`config.mk`:
```
export PLATFORM = sky130hd
export DESIGN_NAME = fifo_mc_df_flat
export DESIGN_NICKNAME = d
export VERILOG_FILES = /design/src/rtl/fifo_mc_df_if.sv /design/src/rtl/fifo_mc_df.sv /design/src/flat_wrapper.sv
export SDC_FILE = /design/constraint.sdc
export NUM_CORES = 1
export LEC_CHECK = 0
export BUFFER_PORTS_ARGS = -buffer_cell sky130_fd_sc_hd__clkbuf_2
export CAP_MARGIN = 20
export CORE_MARGIN = 2
export CORE_UTILIZATION = 55
export DETAILED_ROUTE_END_ITERATION = 12
export GPL_TIMING_DRIVEN = 0
export PLACE_DENSITY = 0.83
export SLEW_MARGIN = 10
export SYNTH_ARGS = -nofsm -noshare
export SYNTH_HDL_FRONTEND = slang
export SYNTH_SLANG_ARGS = --single-unit
```
`constraint.sdc`:
```
create_clock -name i_clk -period 5 [get_ports i_clk]
set_input_delay 0.5 -clock i_clk [delete_from_list [all_inputs] [get_ports i_clk]]
set_output_delay 0.5 -clock i_clk [all_outputs]
set_load 0.05 [all_outputs]
```
`src/rtl/fifo_mc_df_if.sv`:
```
// Push/pop/status bundle for the multi-channel FIFO.
// The master side drives requests and levels; the slave side is the FIFO itself.
interface fifo_mc_df_if #(
  parameter int width    = 8,
  parameter int depth    = 8,
  parameter int channels = 4
);
  localparam int cnt_w = $clog2(depth) + 1;
  localparam int ch_w  = $clog2(channels);

  logic [channels-1:0]       clr;
  logic                      push_n;
  logic [ch_w-1:0]           push_ch;
  logic [width-1:0]          data_in;
  logic                      pop_n;
  logic [ch_w-1:0]           pop_ch;
  logic [cnt_w-1:0]          ae_level;
  logic [cnt_w-1:0]          af_level;
  logic [width-1:0]          data_out;
  logic                      data_valid;
  logic [ch_w-1:0]           data_ch;
  logic [channels*cnt_w-1:0] word_cnt;
  logic [channels-1:0]       empty;
  logic [channels-1:0]       almost_empty;
  logic [channels-1:0]       half_full;
  logic [channels-1:0]       almost_full;
  logic [channels-1:0]       full;
  logic [channels-1:0]       error;

  modport master (
    output clr, push_n, push_ch, data_in, pop_n, pop_ch, ae_level, af_level,
    input  data_out, data_valid, data_ch, word_cnt, empty, almost_empty,
           half_full, almost_full, full, error
  );

  modport slave (
    input  clr, push_n, push_ch, data_in, pop_n, pop_ch, ae_level, af_level,
    output data_out, data_valid, data_ch, word_cnt, empty, almost_empty,
           half_full, almost_full, full, error
  );
endinterface

```
`src/rtl/fifo_mc_df.sv`:
```
// Single-clock multi-channel FIFO: one RAM split into per-channel circular queues,
// one shared push port and one shared pop port, dynamic almost-empty/full thresholds.
module fifo_mc_df #(
  parameter int width    = 8,
  parameter int depth    = 8,
  parameter int channels = 4,
  parameter int err_mode = 0
) (
  input logic         i_clk,
  input logic         i_rst_n,
  fifo_mc_df_if.slave io_bus
);
  localparam int aw    = $clog2(depth);
  localparam int cnt_w = aw + 1;
  localparam int ch_w  = $clog2(channels);
  localparam logic [cnt_w-1:0] lp_depth = cnt_w'(depth);
  localparam logic [cnt_w-1:0] lp_half  = cnt_w'(depth / 2);

  logic [width-1:0]    r_mem [0:channels*depth-1];
  logic [aw-1:0]       r_wr_ptr [channels];
  logic [aw-1:0]       r_rd_ptr [channels];
  logic [cnt_w-1:0]    r_count  [channels];
  logic [channels-1:0] r_err;
  logic [width-1:0]    r_data_out;
  logic                r_data_valid;
  logic [ch_w-1:0]     r_data_ch;

  logic                w_push_req;
  logic                w_pop_req;
  logic                w_push_ok;
  logic                w_pop_ok;
  logic [channels-1:0] w_push_hit;
  logic [channels-1:0] w_pop_hit;
  logic [channels-1:0] w_err_set;
  logic [ch_w+aw-1:0]  w_wr_addr;
  logic [ch_w+aw-1:0]  w_rd_addr;

  logic [channels*cnt_w-1:0] w_word_cnt;
  logic [channels-1:0]       w_empty;
  logic [channels-1:0]       w_almost_empty;
  logic [channels-1:0]       w_half_full;
  logic [channels-1:0]       w_almost_full;
  logic [channels-1:0]       w_full;

  always_comb begin
    w_push_req = !io_bus.push_n && (32'(io_bus.push_ch) < channels) && !io_bus.clr[io_bus.push_ch];
    w_pop_req  = !io_bus.pop_n  && (32'(io_bus.pop_ch)  < channels) && !io_bus.clr[io_bus.pop_ch];
    w_pop_ok   = w_pop_req && (r_count[io_bus.pop_ch] != '0);
    // A full channel still accepts a push when the same channel is popped this cycle.
    w_push_ok  = w_push_req && ((r_count[io_bus.push_ch] != lp_depth) ||
                                (w_pop_ok && (io_bus.pop_ch == io_bus.push_ch)));
    w_wr_addr  = {io_bus.push_ch, r_wr_ptr[io_bus.push_ch]};
    w_rd_addr  = {io_bus.pop_ch, r_rd_ptr[io_bus.pop_ch]};
    w_push_hit = '0;
    w_pop_hit  = '0;
    w_err_set  = '0;
    for (int k = 0; k < channels; k++) begin
      w_push_hit[k] = w_push_ok && (io_bus.push_ch == ch_w'(k));
      w_pop_hit[k]  = w_pop_ok  && (io_bus.pop_ch  == ch_w'(k));
    end
    if (w_push_req && !w_push_ok) w_err_set[io_bus.push_ch] = 1'b1;
    if (w_pop_req && !w_pop_ok)   w_err_set[io_bus.pop_ch]  = 1'b1;
  end

  always_ff @(posedge i_clk) begin
    if (!i_rst_n) begin
      for (int k = 0; k < channels; k++) begin
        r_wr_ptr[k] <= '0;
        r_rd_ptr[k] <= '0;
        r_count[k]  <= '0;
      end
      r_err        <= '0;
      r_data_valid <= 1'b0;
      r_data_out   <= '0;
      r_data_ch    <= '0;
    end else begin
      r_data_valid <= w_pop_ok;
      if (w_pop_ok) begin
        r_data_out <= r_mem[w_rd_addr];
        r_data_ch  <= io_bus.pop_ch;
      end
      for (int k = 0; k < channels; k++) begin
        if (io_bus.clr[k]) begin
          r_wr_ptr[k] <= '0;
          r_rd_ptr[k] <= '0;
          r_count[k]  <= '0;
          r_err[k]    <= 1'b0;
        end else begin
          if (w_push_hit[k]) r_wr_ptr[k] <= r_wr_ptr[k] + aw'(1);
          if (w_pop_hit[k])  r_rd_ptr[k] <= r_rd_ptr[k] + aw'(1);
          if (w_push_hit[k] && !w_pop_hit[k])
            r_count[k] <= r_count[k] + cnt_w'(1);
          else if (!w_push_hit[k] && w_pop_hit[k])
            r_count[k] <= r_count[k] - cnt_w'(1);
          r_err[k] <= (err_mode != 0) ? w_err_set[k] : (r_err[k] | w_err_set[k]);
        end
      end
    end
  end

  // Nonblocking write keeps read-before-write when push and pop share an address.
  always_ff @(posedge i_clk) begin
    if (i_rst_n && w_push_ok) r_mem[w_wr_addr] <= io_bus.data_in;
  end

  always_comb begin
    w_word_cnt     = '0;
    w_empty        = '0;
    w_almost_empty = '0;
    w_half_full    = '0;
    w_almost_full  = '0;
    w_full         = '0;
    for (int k = 0; k < channels; k++) begin
      w_word_cnt[k*cnt_w +: cnt_w] = r_count[k];
      w_empty[k]        = (r_count[k] == '0);
      w_full[k]         = (r_count[k] == lp_depth);
      w_almost_empty[k] = (r_count[k] <= io_bus.ae_level);
      w_half_full[k]    = (r_count[k] >= lp_half);
      w_almost_full[k]  = (io_bus.af_level > lp_depth) ||
                          (r_count[k] >= (lp_depth - io_bus.af_level));
    end
  end

  assign io_bus.data_out     = r_data_out;
  assign io_bus.data_valid   = r_data_valid;
  assign io_bus.data_ch      = r_data_ch;
  assign io_bus.word_cnt     = w_word_cnt;
  assign io_bus.empty        = w_empty;
  assign io_bus.almost_empty = w_almost_empty;
  assign io_bus.half_full    = w_half_full;
  assign io_bus.almost_full  = w_almost_full;
  assign io_bus.full         = w_full;
  assign io_bus.error        = r_err;
endmodule

```
`src/flat_wrapper.sv`:
```
// flat-port wrapper written by rule: the top's interface ports become plain ports
module fifo_mc_df_flat 
#(
  parameter int width    = 8,
  parameter int depth    = 8,
  parameter int channels = 4,
  parameter int err_mode = 0
)
  (i_clk, i_rst_n, io_bus_clr, io_bus_push_n, io_bus_push_ch, io_bus_data_in, io_bus_pop_n, io_bus_pop_ch, io_bus_ae_level, io_bus_af_level, io_bus_data_out, io_bus_data_valid, io_bus_data_ch, io_bus_word_cnt, io_bus_empty, io_bus_almost_empty, io_bus_half_full, io_bus_almost_full, io_bus_full, io_bus_error);
  fifo_mc_df_if #(.width(width), .depth(depth), .channels(channels)) io_bus_i ();
  input logic i_clk;
  input logic i_rst_n;
  input wire logic [$bits(io_bus_i.clr)-1:0] io_bus_clr;
  input wire logic [$bits(io_bus_i.push_n)-1:0] io_bus_push_n;
  input wire logic [$bits(io_bus_i.push_ch)-1:0] io_bus_push_ch;
  input wire logic [$bits(io_bus_i.data_in)-1:0] io_bus_data_in;
  input wire logic [$bits(io_bus_i.pop_n)-1:0] io_bus_pop_n;
  input wire logic [$bits(io_bus_i.pop_ch)-1:0] io_bus_pop_ch;
  input wire logic [$bits(io_bus_i.ae_level)-1:0] io_bus_ae_level;
  input wire logic [$bits(io_bus_i.af_level)-1:0] io_bus_af_level;
  output wire logic [$bits(io_bus_i.data_out)-1:0] io_bus_data_out;
  output wire logic [$bits(io_bus_i.data_valid)-1:0] io_bus_data_valid;
  output wire logic [$bits(io_bus_i.data_ch)-1:0] io_bus_data_ch;
  output wire logic [$bits(io_bus_i.word_cnt)-1:0] io_bus_word_cnt;
  output wire logic [$bits(io_bus_i.empty)-1:0] io_bus_empty;
  output wire logic [$bits(io_bus_i.almost_empty)-1:0] io_bus_almost_empty;
  output wire logic [$bits(io_bus_i.half_full)-1:0] io_bus_half_full;
  output wire logic [$bits(io_bus_i.almost_full)-1:0] io_bus_almost_full;
  output wire logic [$bits(io_bus_i.full)-1:0] io_bus_full;
  output wire logic [$bits(io_bus_i.error)-1:0] io_bus_error;
  assign io_bus_i.clr = io_bus_clr;
  assign io_bus_i.push_n = io_bus_push_n;
  assign io_bus_i.push_ch = io_bus_push_ch;
  assign io_bus_i.data_in = io_bus_data_in;
  assign io_bus_i.pop_n = io_bus_pop_n;
  assign io_bus_i.pop_ch = io_bus_pop_ch;
  assign io_bus_i.ae_level = io_bus_ae_level;
  assign io_bus_i.af_level = io_bus_af_level;
  assign io_bus_data_out = io_bus_i.data_out;
  assign io_bus_data_valid = io_bus_i.data_valid;
  assign io_bus_data_ch = io_bus_i.data_ch;
  assign io_bus_word_cnt = io_bus_i.word_cnt;
  assign io_bus_empty = io_bus_i.empty;
  assign io_bus_almost_empty = io_bus_i.almost_empty;
  assign io_bus_half_full = io_bus_i.half_full;
  assign io_bus_almost_full = io_bus_i.almost_full;
  assign io_bus_full = io_bus_i.full;
  assign io_bus_error = io_bus_i.error;
  fifo_mc_df #(.width(width), .depth(depth), .channels(channels), .err_mode(err_mode)) u_core (.i_clk(i_clk), .i_rst_n(i_rst_n), .io_bus(io_bus_i));
endmodule
```
# Word level (Yosys, flattened, before mapping)
# Memories as Yosys holds them, arrays and structs flattened. A register that Yosys moved wholly into a read port is not among the register bits.
# Index checks and enable logic that the tools add are counted.
[op_classes] n_lt_le_gt_ge=17 eq_ne=12 n_reduce_logical=57 addsub=17 n_mux=121 n_bitwise=34
[ops] operator="1-bit two-way mux" count=87
[ops] operator="4-bit two-way mux" count=14
[ops] operator="3-bit two-way mux" count=16
[ops] operator="1-bit OR" count=32
[ops] operator="1-bit logical AND" count=26
[ops] operator="3-bit by 1-bit adder with 3-bit output (second input constant)" count=8
[ops] operator="4-bit by 1-bit adder with 4-bit output (second input constant)" count=4
[ops] operator="4-bit equality test (second input constant)" count=4
[ops] operator="4-bit by 3-bit greater-or-equal comparator with 1-bit output (second input constant)" count=4
[ops] operator="4-bit greater-or-equal comparator" count=4
[ops] operator="4-bit less-or-equal comparator" count=4
[ops] operator="4-bit zero test" count=4
[ops] operator="4-bit by 1-bit subtractor with 4-bit output (second input constant)" count=4
[ops] operator="1-bit zero test" count=15
[ops] operator="2-bit equality test (second input constant)" count=4
[ops] operator="2-bit OR reduction" count=4
[ops] operator="2-bit by 3-bit less-than comparator with 1-bit output (second input constant)" count=2
[ops] operator="1-bit logical OR" count=5
[ops] operator="1-bit binary-select mux with 2-bit select" count=2
[ops] operator="1-bit demux with 2-bit select" count=2
[ops] operator="2-bit by 1-bit equality test with 1-bit output (second input constant)" count=2
[ops] operator="2-bit by 1-bit greater-or-equal comparator with 1-bit output (second input constant)" count=2
[ops] operator="4-bit > comparator (second input constant)" count=1
[ops] operator="2-bit zero test" count=2
[ops] operator="6 further kinds" count=6
[word_totals] ram_bits=296 memories=4 out_inout_bits=51 in_bits=28 wordCells=268 register_bits=7
[memory_table] name="u_core.r_mem" depth=32 word_bits=8 rd=1 rd_ports_with_merged_regs=1 wr=1 line_no="fifo_mc_df.sv:19" rtl="logic [width-1:0] r_mem [0:channels*depth-1];"
[memory_table] name="u_core.r_count" depth=4 word_bits=4 rd=6 rd_ports_with_merged_regs=0 wr=4 line_no="fifo_mc_df.sv:22" rtl="logic [cnt_w-1:0] r_count [channels];"
[memory_table] name="u_core.r_rd_ptr" depth=4 word_bits=3 rd=5 rd_ports_with_merged_regs=0 wr=4 line_no="fifo_mc_df.sv:21" rtl="logic [aw-1:0] r_rd_ptr [channels];"
[memory_table] name="u_core.r_wr_ptr" depth=4 word_bits=3 rd=5 rd_ports_with_merged_regs=0 wr=4 line_no="fifo_mc_df.sv:20" rtl="logic [aw-1:0] r_wr_ptr [channels];"

# Longest topological paths before layout
# Gate-level depths: netlist of run 1.
[logic_depth] depth_word=17 ltp_mapped=12 depth_no_buf=8

# Least setup slack after synthesis of run 1
# Ideal clock, no wire load.
[synth_path] kind="register -> register" start="memory u_core.r_count[1][2] in the netlist's numbering" end="memory u_core.r_mem[26][0], enable pin" path_slack_ns=1.684 t_required_ns=4.617 arrival_ns=2.932 stages_incl_launch_ff=10 synth_period_minus_slack_ns=3.316 cell_sequence="edfxtp_1 -> clkbuf_1 -> nor4_1 -> o22ai_1 -> o21ai_2 -> o311ai_4 -> and2_1 -> buf_4 -> nand4b_2 -> nor3_1"
[synth_rtl] item="start, declared" line_no="fifo_mc_df.sv:22"
[synth_rtl] item="end, declared" line_no="fifo_mc_df.sv:19"

==> impl_metrics.py, run 1 <==
metrics = {
    "detailed_routing": {
        "drc": 0,
        "wl_um": 34320,
        "first_iter_violations": 922,
        "via_count": 9343,
        "dr.pass1.iters": 5,
        "via_per_inst": 6.279,
        "detail-route-antenna-nets": 0,
        "routedWlPerCell_um": 23.06,
    },
    "placement": {
        "place.gp.congestion": 0.8726,
        "dp_hpwl_um": 23100,
        "port_buffers": 76,
    },
    "timing": {
        "fin_setup_tns_ns": 0,
        "layout_min_cycle_time_ns": 3.805,
        "rsz0062_at_grt": "no",
        "post-route-period-util": 0.7611,
        "relSlewSlack": 0.3516,
        "setup_viol": 0,
        "worst_pin_slew_ns": 0.9624,
        "hold_viol": 0,
        "drv_slew": 0,
        "finalClockSkew_ns": 0.007075,
        "max_freq_mhz": 262.8,
        "hold_ws_ns": 0.3125,
    },
    "status": {
        "status": "complete, no violations",
    },
    "cells_and_area": {
        "multiInputGateArea_um2": 4838,
        "regArea_um2": 9189,
        "fin_nets": 1208,
        "drive_above_1_share": 0.1830,
        "fillers": 1859,
        "area_growth_pct": 12.12,
        "diodes": 0,
    },
    "job": {
        "maxCapViolCount": 0,
    },
    "worst_setup_path": {
        "crit_buf_inv": 2,
        "crit_family": "simple AND/OR/NAND/NOR gates",
        "cp_slowest_cell": "nor3_2",
        "start_kind": "flip-flop",
        "cp.required_ns": 5.16,
        "cp_slowest_stage_delay_ns": 0.81,
        "crit_type": "reg -> reg",
        "crit_chain": "clkbuf_1 -> nor4_1 -> o22ai_1 -> o21ai_2 -> o311ai_4 -> and2_1 -> buf_4 -> nand4b_2 -> nor3_2",
        "cp_max_fo": 9,
        "worst_setup_path_end_kind": "flip-flop",
        "arrival_ns": 3.97,
    },
    "global_routing": {
        "grt_pass1_vias": 9284,
        "overflow": 0,
        "grt_max_degree": 33,
        "grt_pass1_wl_um": 52760,
        "antenna_found_initial": 0,
        "grt_use_total": 0.2471,
    },
    "logic_synthesis": {
        "syn_inst": 1020,
        "synth_common_cells": "296 x edfxtp_1, 83 x mux2i_1, 62 x nor2_1",
        "ys_seq_area_frac": 0.6388,
        "synth_area_leader_cell": "edfxtp_1",
        "synth_seq_cells": 311,
        "synth_warnings": 0,
        "ys_async_sr_fraction": 0,
        "syn_area_um2": 14380,
        "ys.flop_type": "edfxtp_1",
        "synthDistinctLibCells": 65,
        "yosysTopAreaCellShare": 0.6180,
        "syn-num-nets": 1097,
        "postSynthAreaPerCell_um2": 14.10,
        "synth_area_leaders": "edfxtp_1 62%, mux2i_1 5.8%, ha_1 4.3%",
        "synth_edf_count": 296,
        "synth.most_common_cell": "edfxtp_1",
    },
    "pwr": {
        "ir_worst_vdd_mv": 0.2318,
        "p_clk_frac": 0.365,
        "power.internal_w": 0.004283,
        "powerDensity_nw_per_um2": 355.7,
        "p_sw_w": 0.001454,
        "swShare": 0.2534,
        "seqPwrFrac": 0.510,
        "leakage_nw": 5.722,
        "combinationalPowerShare": 0.125,
    },
    "die": {
        "start_util": 0.5567,
        "core_um2": 25840,
        "ioPinCount": 79,
        "rows": 59,
        "dieArea_um2": 27460,
        "die_h_um": 165.7,
        "die_w_um": 165.7,
    },
    "clocking": {
        "clkTransAtPathRegs_ns": 0.07,
        "clockRootBuffer": "clkbuf_16",
        "cts_buffer_depth": 3,
        "clkLatencyLatePin_ns": 0.54,
        "htree_levels": 1,
        "holdBufCountCts": 0,
        "postCtsSetupRepairBufs": 0,
        "cts-buffers-inserted": 28,
        "clock_sinks": 311,
        "cts_resized": 0,
        "cts_tree": "yes",
    },
    "hold_path": {
        "hold_path.class": "in -> reg",
    },
}
-- registers in the layout, indices dropped and copies added (netlist names) --
register / flops
u_core.io_bus.data_ch: 2
u_core.io_bus.data_out: 8
u_core.io_bus.data_valid: 1
u_core.io_bus.error: 4
u_core.r_count: 16
u_core.r_mem: 256
u_core.r_rd_ptr: 12
u_core.r_wr_ptr: 12
-- cell usage in the layout, fill, tap and decap left out, types with 29 or more instances in the layout --
master     netlist  final
clkbuf_2         0     76
nor2b_1         39     39
a21oi_1         50     50
ha_1            49     49
nand2_1         43     43
mux2i_1         83     83
clkbuf_16        0     29
o21ai_0         54     54
nor2_1          62     62
edfxtp_1       296    296
-- tightest hold or removal path, cell delays in order --
cell and delay [ns]:
clkbuf_2 0.12, nand2b_1 0.14, nor2_1 0.05
-- power groups by stage --
stage                     Clock (W)  Combinational (W)  Sequential, W
after floorplan                   0           0.000438        0.00302
after global placement            0           0.000686        0.00298
after detailed placement          0           0.000704        0.00298
after CTS                   0.00210           0.000710        0.00293
after global routing        0.00220           0.000767        0.00293
final                       0.00209           0.000717        0.00293
-- cell type report --
| cell class | count | share of cell area |
|---|---|---|
| buffer | 53 | 0.01707 |
| multi-input combinational | 633 | 0.3000 |
| clock buffer | 37 | 0.04934 |
| sequential | 311 | 0.5698 |
| inverter | 23 | 0.005353 |
| clock inverter | 15 | 0.007293 |
| timing repair buffer | 81 | 0.02514 |
| tap | 335 | 0.02599 |
-- path summary, 6_finish.rpt --
check / to / cells after the start / from / slack, ns
worst max register to register: u_core.r_mem[10][1]$_DFFE_PP_ / 9 / u_core.r_count[1][2]$_SDFFCE_PN0P_ / 1.19
worst max-delay path: u_core.r_mem[10][1]$_DFFE_PP_ / 9 / u_core.r_count[1][2]$_SDFFCE_PN0P_ / 1.19
worst min register to register: u_core.io_bus.data_ch[1]$_SDFFE_PN0P_ / 2 / u_core.io_bus.data_ch[1]$_SDFFE_PN0P_ / 0.49
worst min-delay path: u_core.io_bus.error[1]$_SDFF_PP0_ / 3 / io_bus_clr[1] / 0.31
-- logic make-up after synthesis --
logic type,after synthesis,synth area share
AO/OA/AOI/OAI,207,0.09534
XOR/XNOR,14,0.008524
adder cells (fa/ha/maj),49,0.04262
buffers and inverters,76,0.02514
flip-flops,311,0.6388
multiplexers,119,0.09943
AND/OR/NAND/NOR,244,0.09012
-- metrics by stage --
| step | setup slack, ns | std cells | total power [W] | instance area (um2) | util |
|---|---|---|---|---|---|
| after floorplan | 1.684 | 1020 | 0.003462 | 14380 | - |
| after global placement | 0.8903 | 1431 | 0.003666 | 15180 | 0.5877 |
| after detailed placement | 0.8453 | 1433 | 0.003684 | 15190 | 0.5880 |
| after CTS | 0.8972 | 1485 | 0.005731 | 16110 | 0.6234 |
| after global routing | 0.9865 | 1488 | 0.005892 | 16130 | 0.6242 |
| final | 1.195 | 1488 | 0.005736 | 16130 | 0.6242 |
-- metal layers --
layer / vias up / global-route usage / share of wire
met1: 4551 / 0.3306 / 0.39
met5: - / 0 / 0
met3: 78 / 0.04636 / 0.097
met2: 545 / 0.4074 / 0.48
li1: 4169 / - / -
met4: 0 / 0.09112 / 0.031
No activity file was read; power rests on OpenSTA's default activity.
==> run 2: changes to the inputs <==
Settings changed: ABC_AREA set to 1, PLACE_DENSITY 0.83 to 0.86.
Clock period 5 ns to 3.2 ns, I/O delays scaled along.
==> run 2 against run 1 <==
Against the previous run:
- first-iteration DRC count up 76%
- design area grew 8.5%
- fmax grew 24%
- die area grew 7.8%
- routed wire length rose by 15%
- clock power increased by 88%
- combinational power is 73% higher
- power up 69%
- critical endpoint is now u_core.r_mem[21][7]$_DFFE_PP_
==> impl_metrics.py, run 2 <==
metrics = {
    "status": {
        "status": "complete, no violations",
    },
    "cells_and_area": {
        "largest_reg_flops": 256,
        "fillers": 2118,
        "diodes": 0,
        "fin_nets": 1733,
        "regArea_um2": 9189,
        "final_cell_mix": "296 x edfxtp_1, 286 x nand2_1, 263 x nand3_1",
        "multiInputGateArea_um2": 5047,
        "drive_above_1_share": 0.1327,
        "top_register": "u_core.r_mem",
        "area_growth_pct": 12.62,
        "top_regs": "u_core.r_mem: 256 flops, u_core.r_count: 16 flops",
        "final_common_cell": "edfxtp_1",
        "design_area_um2": 17500,
    },
    "timing": {
        "rsz0062_at_grt": "no",
        "setup_viol": 0,
        "hold_viol": 0,
        "worst_pin_slew_ns": 0.9165,
        "fin_setup_tns_ns": 0,
        "post-route-period-util": 0.9570,
        "hold_ws_ns": 0.09361,
        "max_freq_mhz": 326.5,
        "relSlewSlack": 0.3890,
        "drv_slew": 0,
        "layout_min_cycle_time_ns": 3.062,
        "finalClockSkew_ns": 0.02798,
    },
    "clocking": {
        "clkTransAtPathRegs_ns": 0.06,
        "cts-buffers-inserted": 34,
        "holdBufCountCts": 0,
        "postCtsSetupRepairBufs": 0,
        "cts_resized": 0,
        "cts_buffer_depth": 3,
        "clkLatencyLatePin_ns": 0.53,
        "clock_sinks": 311,
        "clockRootBuffer": "clkbuf_16",
        "htree_levels": 2,
        "cts_tree": "yes",
    },
    "placement": {
        "placed_area_um2": 16390,
        "dp_hpwl_um": 26770,
        "port_buffers": 76,
        "place.gp.congestion": 0.9682,
    },
    "worst_setup_path": {
        "cp_slowest_cell": "nor2_1",
        "cp.required_ns": 3.35,
        "crit_top_cell": "nand2_2",
        "worst_setup_path_end_kind": "flip-flop",
        "crit_family": "simple AND/OR/NAND/NOR gates",
        "crit_type": "reg -> reg",
        "start_kind": "flip-flop",
        "cp_slowest_stage_delay_ns": 0.67,
        "crit_buf_inv": 1,
        "arrival_ns": 3.22,
        "cp_max_fo": 8,
        "crit_chain": "inv_1 -> nand2_1 -> o21ai_1 -> nand4_1 -> nand3_1 -> nand2_2 -> nand2_2 -> nor2_8 -> nand2_2 -> nor2_1",
    },
    "global_routing": {
        "grt_pass1_vias": 11520,
        "grt_pass1_wl_um": 60420,
        "use_met2": 0.4632,
        "overflow": 0,
        "gr-usage-met1": 0.3314,
        "grt_use_total": 0.2718,
        "grt.busiest_layer": "met2",
        "grt_max_degree": 33,
        "antenna_found_initial": 0,
        "use_met3": 0.06500,
    },
    "die": {
        "core_um2": 27780,
        "start_util": 0.5593,
        "die_w_um": 172.1,
        "die_h_um": 172.1,
        "dieArea_um2": 29610,
        "rows": 61,
        "ioPinCount": 79,
    },
    "detailed_routing": {
        "drc": 0,
        "routedWlPerCell_um": 19.26,
        "wl_um": 39640,
        "first_iter_violations": 1623,
        "via_count": 11890,
        "via_per_inst": 5.778,
        "dr.pass1.iters": 7,
        "detail-route-antenna-nets": 0,
    },
    "logic_synthesis": {
        "synthXorXnorAreaFrac": 0.01296,
        "yosysTopAreaCellShare": 0.5720,
        "ys.flop_type": "edfxtp_1",
        "synthDistinctLibCells": 36,
        "synth_area_leader_cell": "edfxtp_1",
        "synth_area_leaders": "edfxtp_1 57%, nand3_1 8.5%, nand2_1 6.9%",
        "synth.most_common_cell": "edfxtp_1",
        "synth_warnings": 0,
        "synthMuxAreaShare": 0,
        "synth_compound_area_frac": 0.02963,
        "synth_common_cells": "296 x edfxtp_1, 286 x nand2_1, 263 x nand3_1",
        "synth_edf_count": 296,
        "ys_seq_area_frac": 0.5914,
        "synth_seq_cells": 311,
        "yosys.area_share.simple": 0.2428,
        "syn-num-nets": 1621,
        "syn_inst": 1544,
        "synth_adder_area_share": 0.03946,
        "syn_area_um2": 15540,
        "postSynthAreaPerCell_um2": 10.06,
        "ys_async_sr_fraction": 0,
        "synth_top_family_by_area": "simple AND/OR/NAND/NOR gates",
    },
    "pwr": {
        "leakage_nw": 7.355,
        "powerDensity_nw_per_um2": 555.3,
        "ir_worst_vdd_mv": 0.3316,
    },
    "job": {
        "maxCapViolCount": 0,
    },
    "hold_path": {
        "hold_path.class": "in -> reg",
    },
}
run 2: worst register-to-register path, stage by stage, from the launching register on:
cell      delay (ns)
edfxtp_1        0.58
inv_1           0.11
nand2_1         0.14
o21ai_1         0.12
nand4_1         0.21
nand3_1         0.15
nand2_2         0.19
nand2_2         0.12
nor2_8          0.17
nand2_2         0.23
nor2_1          0.67
run 2: where the power goes:
group	switching, W	internal (W)
logic	0.000903	0.000341
clock network	0.00158	0.00234
registers	0.0000480	0.00451
run 2: cells by family after synthesis:
group	after synthesis
AOI/OAI and AO/OA	75
xor gates and xnor gates	23
adders and majority gates	49
buffers and inverters	308
DFF	311
and+or+nand+nor	778
run 2: layer usage:
layer,share of wire,wire length (um)
met1,0.36,14280
met2,0.48,19140
met3,0.11,4459
met4,0.044,1753
met5,0,0
run 2: final cells by class:
cell class,instances,share of cell area
inverter,244,0.05262
buffer,64,0.02181
clock buffer,43,0.05420
timing repair buffer,76,0.02174
tap,378,0.02703
clock inverter,17,0.009080
sequential,311,0.5251
multi-input combinational,925,0.2884
run 2: path summary, 6_finish.rpt:
check                                        start  cells past startpoint  slack, ns                                     to
max             u_core.r_count[2][3]$_SDFFCE_PN0P_                     10       0.14          u_core.r_mem[21][7]$_DFFE_PP_
min                               io_bus_pop_ch[1]                      3       0.09  u_core.io_bus.data_ch[1]$_SDFFE_PN0P_
max reg2reg     u_core.r_count[2][3]$_SDFFCE_PN0P_                     10       0.14          u_core.r_mem[21][7]$_DFFE_PP_
min reg2reg  u_core.io_bus.data_ch[0]$_SDFFE_PN0P_                      2       0.48  u_core.io_bus.data_ch[0]$_SDFFE_PN0P_
run 2: through the flow:
stage | utilization | cells | power (W) | setup WS, ns
after floorplan | - | 1544 | 0.005459 | 0.3171
after global placement | 0.5900 | 1998 | 0.005805 | 0.1315
after detailed placement | 0.5900 | 1998 | 0.005848 | 0.06071
after CTS | 0.6299 | 2058 | 0.009684 | 0.2282
after global routing | 0.6299 | 2058 | 0.009970 | 0.03842
final | 0.6299 | 2058 | 0.009718 | 0.1376
==> run 3: changes to the inputs <==
Settings changed: PLACE_DENSITY 0.86 to 0.83, SETUP_SLACK_MARGIN set to 0.2.
Clock period 3.2 ns to 3 ns, I/O delays scaled along.
==> run 3 against run 2 <==
Against the previous run:
- utilization grew 0.37 points
- register-to-register slack gained 0.05 ns
- hold slack lost 0.056 ns
- die area is the same
- design area grew 0.59%
- clock-buffer cell count shrank 5
- routed wire length shrank 1.2%
- via count shrank 1.8%
- non-clock buffer count grew 9
- power grew 0.92%
- clock power shrank 7.9%
- critical path type unchanged
==> impl_metrics.py, run 3 (synthesis gave the netlist of run 2 again) <==
metrics = {
    "worst_setup_path": {
        "r2r_slack_ns": 0.18,
        "cp_slowest_stage_delay_ns": 0.51,
        "cp.required_ns": 3.21,
        "path_depth": 10,
        "endpoint": "u_core.r_mem[0][7]$_DFFE_PP_",
        "cp-startpoint": "u_core.r_count[2][2]$_SDFFCE_PN0P_",
        "reg2reg_depth": 10,
        "worst_setup_path_end_kind": "flip-flop",
        "crit_type": "reg -> reg",
        "worstReg2RegStart": "u_core.r_count[2][2]$_SDFFCE_PN0P_",
        "crit_top_cell": "nand2_2",
        "start_kind": "flip-flop",
        "cp_max_fo": 8,
        "crit_family": "simple AND/OR/NAND/NOR gates",
        "arrival_ns": 3.03,
        "worstReg2RegEnd": "u_core.r_mem[0][7]$_DFFE_PP_",
        "cp_slowest_cell": "edfxtp_1",
        "crit_chain": "inv_1 -> nand2_2 -> o21ai_1 -> nand4_1 -> nand3_1 -> nand2_2 -> nand2_2 -> nor2_8 -> nand2_2 -> nor2_4",
        "crit_buf_inv": 1,
    },
    "pwr": {
        "ir_worst_vdd_mv": 0.4428,
        "leakage_nw": 7.316,
        "powerDensity_nw_per_um2": 557.1,
        "finalPower_w": 0.009808,
    },
    "clocking": {
        "clkTransAtPathRegs_ns": 0.07,
        "cts-buffers-inserted": 30,
        "cts_buffer_depth": 3,
        "holdBufCountCts": 0,
        "htree_levels": 1,
        "clockRootBuffer": "clkbuf_16",
        "clkLatencyLatePin_ns": 0.56,
        "cts_tree": "yes",
        "clock_sinks": 311,
    },
    "placement": {
        "place_ws_ns": -0.1269,
        "place.gp.congestion": 0.9055,
        "dp_cells": 1998,
        "dp_hpwl_um": 26950,
        "port_buffers": 76,
    },
    "detailed_routing": {
        "dr.pass1.iters": 6,
        "routedWlPerCell_um": 18.99,
        "via_per_inst": 5.669,
        "wl_um": 39150,
        "detail-route-antenna-nets": 0,
        "via_count": 11680,
        "drc": 0,
        "first_iter_violations": 1335,
    },
    "cells_and_area": {
        "fin_cells": 2061,
        "final_cell_mix": "296 x edfxtp_1, 283 x nand2_1, 263 x nand3_1",
        "final_common_cell": "edfxtp_1",
        "drive_above_1_share": 0.1539,
        "diodes": 0,
        "top_regs": "u_core.r_mem: 256 flops, u_core.r_count: 16 flops",
        "final_core_utilization": 0.6336,
        "top_register": "u_core.r_mem",
        "fin_nets": 1738,
        "largest_reg_flops": 256,
        "area_growth_pct": 13.29,
    },
    "global_routing": {
        "grt_max_degree": 33,
        "grt_use_total": 0.2669,
        "overflow": 0,
        "antenna_found_initial": 0,
        "grt_pass1_vias": 11160,
        "grt_pass1_wl_um": 59910,
    },
    "timing": {
        "max_freq_mhz": 355.1,
        "drv_slew": 0,
        "setup_viol": 0,
        "finalClockSkew_ns": 0.02972,
        "relSlewSlack": 0.3612,
        "worst_pin_slew_ns": 0.9582,
        "post-route-period-util": 0.9387,
        "fin_ws_ns": 0.1840,
        "fin_setup_tns_ns": 0,
        "layout_min_cycle_time_ns": 2.816,
        "rsz0062_at_grt": "yes",
        "hold_viol": 0,
    },
    "die": {
        "core_um2": 27780,
        "dieArea_um2": 29610,
        "start_util": 0.5593,
        "die_w_um": 172.1,
        "die_h_um": 172.1,
        "ioPinCount": 79,
        "rows": 61,
    },
    "job": {
        "maxCapViolCount": 0,
    },
    "status": {
        "status": "complete, no violations",
    },
    "hold_path": {
        "hold_path.class": "in -> reg",
    },
}
## run 3: cell types whose count changed in the layout (fill, tap and decap cells not counted), moves of 3 or more
cell,before,now
buf_12,0,3
buf_4,4,10
clkbuf_16,37,31
nand2_1,286,283
nand2_2,12,15
nor2_1,102,70
nor2_2,9,23
nor2_4,3,21
## run 3: tightest hold or removal path: stages
cell,delay [ns]
buf_6,0.13
nand2_1,0.07
a21oi_1,0.05
## run 3: metal layers
layer,GRT usage,vias to the layer above,part of all wire
met5,0,-,0
met4,0.1060,0,0.037
met3,0.05241,113,0.11
met1,0.3467,5463,0.38
met2,0.4439,690,0.48
li1,-,5417,-
## run 3: metrics by stage
stage	hold slack [ns]	area, um2
finish	0.03793	17600
global route	0.07225	17600
CTS	0.03048	17390
detailed placement	0.4654	16400
global placement	0.4587	16400
floorplan	0.3989	15550
## run 3: where the power goes
part / switching, W / internal [W] / total, W
logic: 0.000972 / 0.000370 / 0.00134
clock network: 0.00156 / 0.00205 / 0.00361
registers: 0.0000492 / 0.00481 / 0.00486
total: 0.00258 / 0.00723 / 0.00981
## run 3: worst min-delay path by stage
| stage | endpoint | depth (start not counted) | slack [ns] | from |
|---|---|---|---|---|
| floorplan | u_core.r_mem[0][0]$_DFFE_PP_ | 0 | 0.40 | io_bus_data_in[0] |
| global placement | u_core.io_bus.data_ch[0]$_SDFFE_PN0P_ | 2 | 0.46 | u_core.io_bus.data_ch[0]$_SDFFE_PN0P_ |
| detailed placement | u_core.io_bus.data_ch[1]$_SDFFE_PN0P_ | 2 | 0.47 | u_core.io_bus.data_ch[1]$_SDFFE_PN0P_ |
| CTS | u_core.io_bus.data_ch[1]$_SDFFE_PN0P_ | 3 | 0.03 | io_bus_pop_ch[1] |
| global route | u_core.io_bus.data_ch[1]$_SDFFE_PN0P_ | 3 | 0.07 | io_bus_pop_ch[1] |
| finish | u_core.io_bus.data_ch[1]$_SDFFE_PN0P_ | 3 | 0.04 | io_bus_pop_ch[1] |
## run 3: final cells by class
cell class / count / area (um2)
Timing Repair Buffer: 85 / 485.5
Tap cell: 378 / 473.0
Buffer: 64 / 381.6
Clock buffer: 38 / 802.0
Multi-Input combinational cell: 925 / 5225
Clock inverter: 16 / 126.4
Fill cell: 2083 / 10180
Sequential cell: 311 / 9189
Inverter: 244 / 920.9
## run 3: what timing repair did
item	4_1_cts	5_1_grt
pin swaps	0	5
buffers inserted	0	9
resized for setup	23	27
endpoints found under the setup margin	240	260
cloned	0	0
